**config.mk**
```make
export PLATFORM = sky130hd
export DESIGN_NAME = reg_file_param
export DESIGN_NICKNAME = d
export VERILOG_FILES = /design/src/rtl/reg_file_param.sv
export SDC_FILE = /design/constraint.sdc
export NUM_CORES = 1
export LEC_CHECK = 0
export ABC_AREA = 1
export CAP_MARGIN = 10
export CORE_ASPECT_RATIO = 0.75
export CORE_MARGIN = 2
export CORE_UTILIZATION = 35
export DETAILED_ROUTE_END_ITERATION = 8
export GPL_TIMING_DRIVEN = 0
export SLEW_MARGIN = 20
export SYNTH_ARGS = -nofsm -noshare
export SYNTH_HDL_FRONTEND = slang
export SYNTH_SLANG_ARGS = --single-unit
```
**constraint.sdc**
```tcl
create_clock -name clk -period 2.3 [get_ports clk]
set_input_delay 0.23 -clock clk [delete_from_list [all_inputs] [get_ports clk]]
set_output_delay 0.23 -clock clk [all_outputs]
set_load 0.005 [all_outputs]
```
**src/rtl/reg_file_param.sv**
```systemverilog
// -----------------------------------------------------------------------------
// reg_file_param
//
// Parameterised register file with one write port and two combinational read
// ports. Each register carries a "written" flag, and busy_cnt reports how many
// distinct registers have been written since the last clear.
//
// Parameters
//   WIDTH     data bits per register (>= 1)
//   DEPTH     number of registers (2..256, need not be a power of two)
//   ADDR_W    address bits, 2**ADDR_W >= DEPTH
//   ZERO_REG  1: register 0 is hardwired to zero and can never be written
//   BYPASS    1: a legal write in the current cycle is forwarded to any read
//             port addressing the same register
//
// Ports
//   clk        single clock, all state changes on the rising edge
//   clr        asynchronous active-low clear of registers, flags and busy_cnt
//   wr_en      write enable
//   wr_addr    write address
//   wr_data    write data
//   rd_addr_a  read port A address
//   rd_data_a  read port A data (combinational)
//   rd_addr_b  read port B address
//   rd_data_b  read port B data (combinational)
//   busy_cnt   number of registers written since the last clear
// -----------------------------------------------------------------------------
module reg_file_param #(
  parameter int WIDTH    = 32,
  parameter int DEPTH    = 16,
  parameter int ADDR_W   = 4,
  parameter int ZERO_REG = 1,
  parameter int BYPASS   = 1
) (
  input  logic              clk,
  input  logic              clr,
  input  logic              wr_en,
  input  logic [ADDR_W-1:0] wr_addr,
  input  logic [WIDTH-1:0]  wr_data,
  input  logic [ADDR_W-1:0] rd_addr_a,
  output logic [WIDTH-1:0]  rd_data_a,
  input  logic [ADDR_W-1:0] rd_addr_b,
  output logic [WIDTH-1:0]  rd_data_b,
  output logic [ADDR_W:0]   busy_cnt
);

  localparam logic [ADDR_W:0] DEPTH_C = (ADDR_W + 1)'(DEPTH);

  logic [WIDTH-1:0] regs [DEPTH];
  logic [DEPTH-1:0] written;
  logic [DEPTH-1:0] wr_sel;
  logic             wr_in_range;
  logic             wr_zero_blk;
  logic             wr_legal;
  logic             first_write;

  // ---------------------------------------------------------------------------
  // Write qualification
  // ---------------------------------------------------------------------------
  assign wr_in_range = ({1'b0, wr_addr} < DEPTH_C);
  assign wr_zero_blk = (ZERO_REG != 0) && (wr_addr == '0);

  // clr is folded in so that the forwarding path is also silenced while the
  // file is held in clear; the storage itself is covered by the async reset.
  assign wr_legal = wr_en && wr_in_range && !wr_zero_blk && clr;

  // One-hot decode by explicit compare keeps the address width independent of
  // the array size when DEPTH is not a power of two.
  always_comb begin
    wr_sel = '0;
    for (int i = 0; i < DEPTH; i++) begin
      if (wr_addr == ADDR_W'(i)) begin
        wr_sel[i] = 1'b1;
      end
    end
  end

  // A write counts toward busy_cnt only the first time a register is hit.
  assign first_write = wr_legal && (|(wr_sel & ~written));

  // ---------------------------------------------------------------------------
  // Storage, written flags and occupancy counter
  // ---------------------------------------------------------------------------
  always_ff @(posedge clk or negedge clr) begin
    if (!clr) begin
      for (int i = 0; i < DEPTH; i++) begin
        regs[i] <= '0;
      end
    end else if (wr_legal) begin
      for (int i = 0; i < DEPTH; i++) begin
        if (wr_sel[i]) begin
          regs[i] <= wr_data;
        end
      end
    end
  end

  always_ff @(posedge clk or negedge clr) begin
    if (!clr) begin
      written <= '0;
    end else if (wr_legal) begin
      written <= written | wr_sel;
    end
  end

  // The flag vector already bounds the count; the compare only makes the
  // ceiling explicit.
  always_ff @(posedge clk or negedge clr) begin
    if (!clr) begin
      busy_cnt <= '0;
    end else if (first_write && (busy_cnt < DEPTH_C)) begin
      busy_cnt <= busy_cnt + 1'b1;
    end
  end

  // ---------------------------------------------------------------------------
  // Read ports
  // ---------------------------------------------------------------------------
  // Addresses that match no register fall through to zero, which covers the
  // out-of-range case without a separate compare.
  function automatic logic [WIDTH-1:0] lookup(input logic [ADDR_W-1:0] addr);
    logic [WIDTH-1:0] val;
    val = '0;
    for (int i = 0; i < DEPTH; i++) begin
      if (addr == ADDR_W'(i)) begin
        val = regs[i];
      end
    end
    if ((BYPASS != 0) && wr_legal && (addr == wr_addr)) begin
      val = wr_data;
    end
    if (!clr) begin
      val = '0;
    end
    return val;
  endfunction

  always_comb begin
    rd_data_a = lookup(rd_addr_a);
  end

  always_comb begin
    rd_data_b = lookup(rd_addr_b);
  end

endmodule

```
After elaboration in Yosys (flattened, before gate mapping)
Cells that the tools add are included.
W data, S select, Z words.
{"block": "word_totals", "elab_cells": 149, "output_inout_bits": 69, "reg_bits": 533}
{"block": "op_classes", "reduce_logical": 27, "n_mux": 52, "n_addsub": 1, "order_cmp": 1, "n_bitwise": 3, "n_eq_ne": 47}
{"operator": "$mux W32", "n": 36}
{"operator": "$eq A4 B4 Y1 const B", "n": 24}
{"operator": "$eq A4 B3 Y1 const B", "n": 12}
{"operator": "$reduce_and A2 Y1", "n": 16}
{"operator": "$eq A4 B2 Y1 const B", "n": 6}
{"operator": "$and A16 B16 Y16", "n": 1}
{"operator": "$mux W1", "n": 16}
{"operator": "$not A16 Y16", "n": 1}
{"operator": "$or A16 B16 Y16", "n": 1}
{"operator": "$reduce_or A16 Y1", "n": 1}
{"operator": "$eq A4 B1 Y1 const B", "n": 3}
{"operator": "$logic_not A4 Y1", "n": 3}
{"operator": "$eq A4 B4 Y1", "n": 2}
{"operator": "$logic_and A1 B1 Y1", "n": 6}
{"operator": "$add A5 B1 Y5 const B", "n": 1}
{"operator": "$lt A5 B5 Y1 const B", "n": 1}
{"operator": "$logic_not A1 Y1", "n": 1}

Depth between registers and ports, before layout
{"block": "depth", "word_depth": 19, "ltp_mapped": 16, "depth_no_buf": 15}

Least setup slack after synthesis
OpenSTA, ideal clock, no wires.
{"block": "synth_path", "path_type": "input to output", "from": "in wr_addr[3]", "to": "out rd_data_a[11]", "path_slack_ns": 0.454, "arrival_time_ns": 1.616, "required_ns": 2.070, "stages": 13, "path_cell_list": "buf_4 -> nor2_1 -> nand2_1 -> nand2_1 -> inv_1 -> buf_4 -> nand2_1 -> inv_2 -> buf_2 -> a21oi_1 -> nand3_1 -> nand2_1 -> inv_1"}
{"block": "synth_via", "elab_chain_cells": 7, "word_cells_on_any_way": 8, "classes_between": "1 x eq/ne; 2 x mux; 5 x reduce/logical"}
{"element": "start: declaration", "line_no": "38", "rtl": "input logic [ADDR_W-1:0] wr_addr,"}
{"element": "$logic_not A4 Y1", "line_no": "61", "rtl": "assign wr_zero_blk = (ZERO_REG != 0) && (wr_addr == '0);"}
{"element": "$logic_not A1 Y1", "line_no": "65", "rtl": "assign wr_legal = wr_en && wr_in_range && !wr_zero_blk && clr;"}
{"element": "$logic_and A1 B1 Y1 (2 in a row)", "line_no": "65"}
{"element": "$logic_and A1 B1 Y1 (*)", "line_no": "129", "rtl": "if ((BYPASS != 0) && wr_legal && (addr == wr_addr)) begin"}
{"element": "$mux W32 (*)", "line_no": "129"}
{"element": "$mux W32 (*)", "line_no": "132", "rtl": "if (!clr) begin"}
{"element": "end: declaration", "line_no": "41", "rtl": "output logic [WIDTH-1:0] rd_data_a,"}
Mark *: on every way between the ends. The rest lies on a longest branch, timed or not.

Final worst setup path
{"block": "layout_path", "from": "reg regs[489] (netlist name)", "to": "out rd_data_b[9]"}
{"block": "layout_via", "elab_chain_cells": 18}
{"element": "start: declaration", "line_no": "49", "rtl": "logic [WIDTH-1:0] regs [DEPTH];"}
{"element": "start signal: indexed assignment", "line_no": "92", "rtl": "regs[i] <= wr_data;"}
{"element": "$mux W32 (16 in a row)", "line_no": "125", "rtl": "if (addr == ADDR_W'(i)) begin"}
{"element": "$mux W32", "line_no": "129"}
{"element": "$mux W32", "line_no": "132"}
{"element": "end: declaration", "line_no": "43", "rtl": "output logic [WIDTH-1:0] rd_data_b,"}
No other way between the ends.

==> impl_results.md <==
- Synth warn: 0
- Most used DFF post-synth: dfrtp_1
- Status: finished, violations left
- Worst-Margin Slew: 0.967 ns
- Drt total wl: 131 mm
- Global-route wire length before repair: 189 mm
- Die area: 84,400 sq um
- Die Ht: 252 microns
- Worst R2R End: busy_cnt[3]
- Area share of the largest cell type after synthesis: 0.464
- Clock transition at path regs: 0.07 ns
- Relative slew slack: 0.355
- Routed WL per cell: 23.5 microns
- Final Net Count: 4,504
- Number of port buffers: 109
- Layout cells sized above 1: 0.191
- RSZ-0062 raised after global routing: yes
- Pwr dens: 725 nW/um^2
- IO Pins: 116
- Peak Freq: 0.371 GHz
- Post-synth ARST share: 1.00
- Setup violations, final: 64
- Peak VDD IR: 0.587 mV
- Synthesized instance count: 4,117
- Mapped Nets: 4,165
- Yosys top cell by area: dfrtp_1
- Worst path arrival time: 2.47 ns
- Remaining DRCs: 0
- Required time of the worst setup path: 2.07 ns
- Final Hold Fails: 15
- Area Overhead vs Synth: 28.0%
- Avg Cell Area, Syn: 6.98 sq um
- FP Rows: 90
- Final HPWL DP: 98.0 mm
- CTS tree: built
- Multi-input logic area: 13,900 sq um
- GPL Wtd Cong: 0.981
- CTS buffer count: 54
- Synth area leaders: dfrtp_1 46%, nand2_1 19%, o21ai_0 11%, inv_1 5.5%, nand4_1 4.0%
- # H-tree levels: 2
- Die extent in x: 335 microns
- CTS Buffer Depth: 3
- Grt ovf: 0
- Net Switching: 8.30 mW
- R2R cell count: 8
- Reg-to-Reg Start: written[1]
- Cell Area, Synth: 28,700 sq um
- Commonest cells post-synth: 1,463 x nand2_1, 627 x o21ai_0, 533 x dfrtp_1
- Filler cells: 8,265
- Worst min-delay path class: primary input to asynchronous set/reset pin
- Kind of end point of the critical path: output port
- Seq pwr share: 0.454
- GR Util All Layers: 0.306
- Setup WS post-layout: -0.399 ns
- Switching part of the total: 0.311
- Leak: 17.3 nW
- Logic pwr share: 0.179
- Largest net degree at the start of global routing: 62
- FF+latch area: 13,300 sq um
- Count leader, synth: nand2_1
- Smallest hold slack: -0.00907 ns
- Vias: 30,924
- Minimum clock period: 2.70 ns
- Antenna violations before repair: 3
- Worst-path fanout max: 2
- Setup Skew: 0.0103 ns
- DP Worst Slack: -2.48 ns
- Via density: 5.56
- First-pass detailed-route iteration total: 6
- P_int: 18.4 mW
- Seq/Total Area, Yosys: 0.464
- Routed Antenna Nets: 0
- Maxcap violations: 0
- Startpoint types: flip-flop
- DR iter-0 viols: 4,313
- Clk root buf: clkbuf_16
- Library cells used by synthesis: 27
- Number of global-route vias before repair: 28,965
- Worst R2R Setup Slack: 0.75 ns
- Seq cells post-synth: 533
- Tcrit/Tclk final: 1.17
- Core area: 80,900 sq um
- Failing checks: hold timing, setup timing
- Clock power frac: 0.367
- Initial Utilization: 0.355
- Slew Viols, Final: 0
- CTS Sinks: 533
- Util after Layout: 0.455
- Critical path class: flip-flop to output port
- Post-synth EDFFs: 0
- Clock latency on the worst-skew pair: 0.64 ns
[sequential cells by signal, indices dropped and copies added (netlist names)]
name	cells
busy_cnt	5
regs	512
written	16
[cells in the final DEF, fill, tap and decap left out, types with 16 or more instances in the layout]
master,count
nand2_1,1356
o21ai_0,626
dfrtp_1,531
inv_1,402
nand4_1,182
nor2_1,164
clkbuf_1,157
buf_4,100
buf_2,98
nand2_2,89
nand3_1,80
nand3_2,79
buf_6,75
a21oi_1,57
clkbuf_16,57
nor2_2,55
or2_2,44
clkdlybuf4s50_1,38
clkbuf_2,33
nor2_4,31
a21oi_2,27
clkbuf_8,23
clkbuf_4,21
nand2_4,18
buf_12,18
inv_2,16
[cell type report]
cell class,instances,share of cell area
Inverter,432,0.0453
Clock inverter,18,0.00592
Timing Repair Buffer,284,0.0814
Buffer,296,0.0451
Antenna cell,2,0.000136
Multi-Input combinational cell,2855,0.378
Sequential cell,533,0.363
Tap cell,1058,0.0360
Clock buffer,84,0.0459
[power by group through the flow]
stage / combinational (mW) / sequential, mW / clock [mW]
6_report: 4.78 / 12.1 / 9.78
5_1_grt: 5.32 / 12.3 / 10.2
4_1_cts: 4.59 / 12.0 / 9.77
3_5_place_dp: 3.98 / 12.2 / 0
3_3_place_gp: 3.83 / 12.2 / 0
2_1_floorplan: 2.40 / 11.9 / 0
[worst max-delay path: stages, from the launching register on]
cell and delay [ns]:
dfrtp_1 0.40, buf_6 0.14, nand3_4 0.10, nand2_2 0.06, nor2_2 0.11, nand2_1 0.06, nand2_1 0.06, nand4_1 0.09
nor2_1 0.15, nand3_1 0.10, nand2_1 0.09, nand3b_1 0.10, nand2_2 0.15, a21oi_4 0.08, buf_2 0.14
[through the flow]
stage	power (mW)	setup TNS, ns	cells	instance area, sq um	hold slack (ns)
4_1_cts	26.4	-17.56	5548	36000	0.0321
2_1_floorplan	14.3	0	4117	28700	-0.0656
6_report	26.7	-12.09	5562	36800	-0.00907
5_1_grt	27.8	-18.58	5560	36800	0.0132
3_3_place_gp	16.1	-	5284	31100	0.436
3_5_place_dp	16.2	-646.36	5290	31300	0.254
[layer usage]
metal,track usage,wire length [microns],up-vias
met5,0,10,-
met3,0.103,18600,189
met4,0.0730,3310,2
li1,-,-,13746
met2,0.416,51200,1792
met1,0.460,57400,15195
[how the worst max path moves through the flow]
| stage | cells after the start | from | end |
|---|---|---|---|
| final | 14 | regs[489] | rd_data_b[9] |
| after global routing | 14 | regs[489] | rd_data_b[9] |
| after detailed placement | 14 | clr | rd_data_a[26] |
| after global placement | 1 | clr | written[14] |
| after CTS | 14 | regs[489] | rd_data_b[9] |
| after floorplan | 13 | wr_addr[3] | rd_data_a[11] |
[cells by family (layout without fill, tap and decap cells)]
family          after synthesis  in the layout  synth area share
flops                       533            533             0.464
buf+inv                     729           1114            0.0993
other cells                   0              2                 0
xor+xnor                      8              8           0.00244
fa+ha+maj                     1              1          0.000435
compound gates              715            715             0.125
simple gates               2131           2131             0.309
[timing repair]
| item | CTS | global route |
|---|---|---|
| setup endpoints to repair | 553 | 64 |
| gates resized for setup | 754 | 183 |
| hold endpoints to repair | 244 | 20 |
| hold buffers | 21 | 1 |
| gates cloned | 10 | 0 |
| pin swaps | 438 | 428 |
| buffers inserted | 125 | 16 |
(Power assumes the default switching activity.)
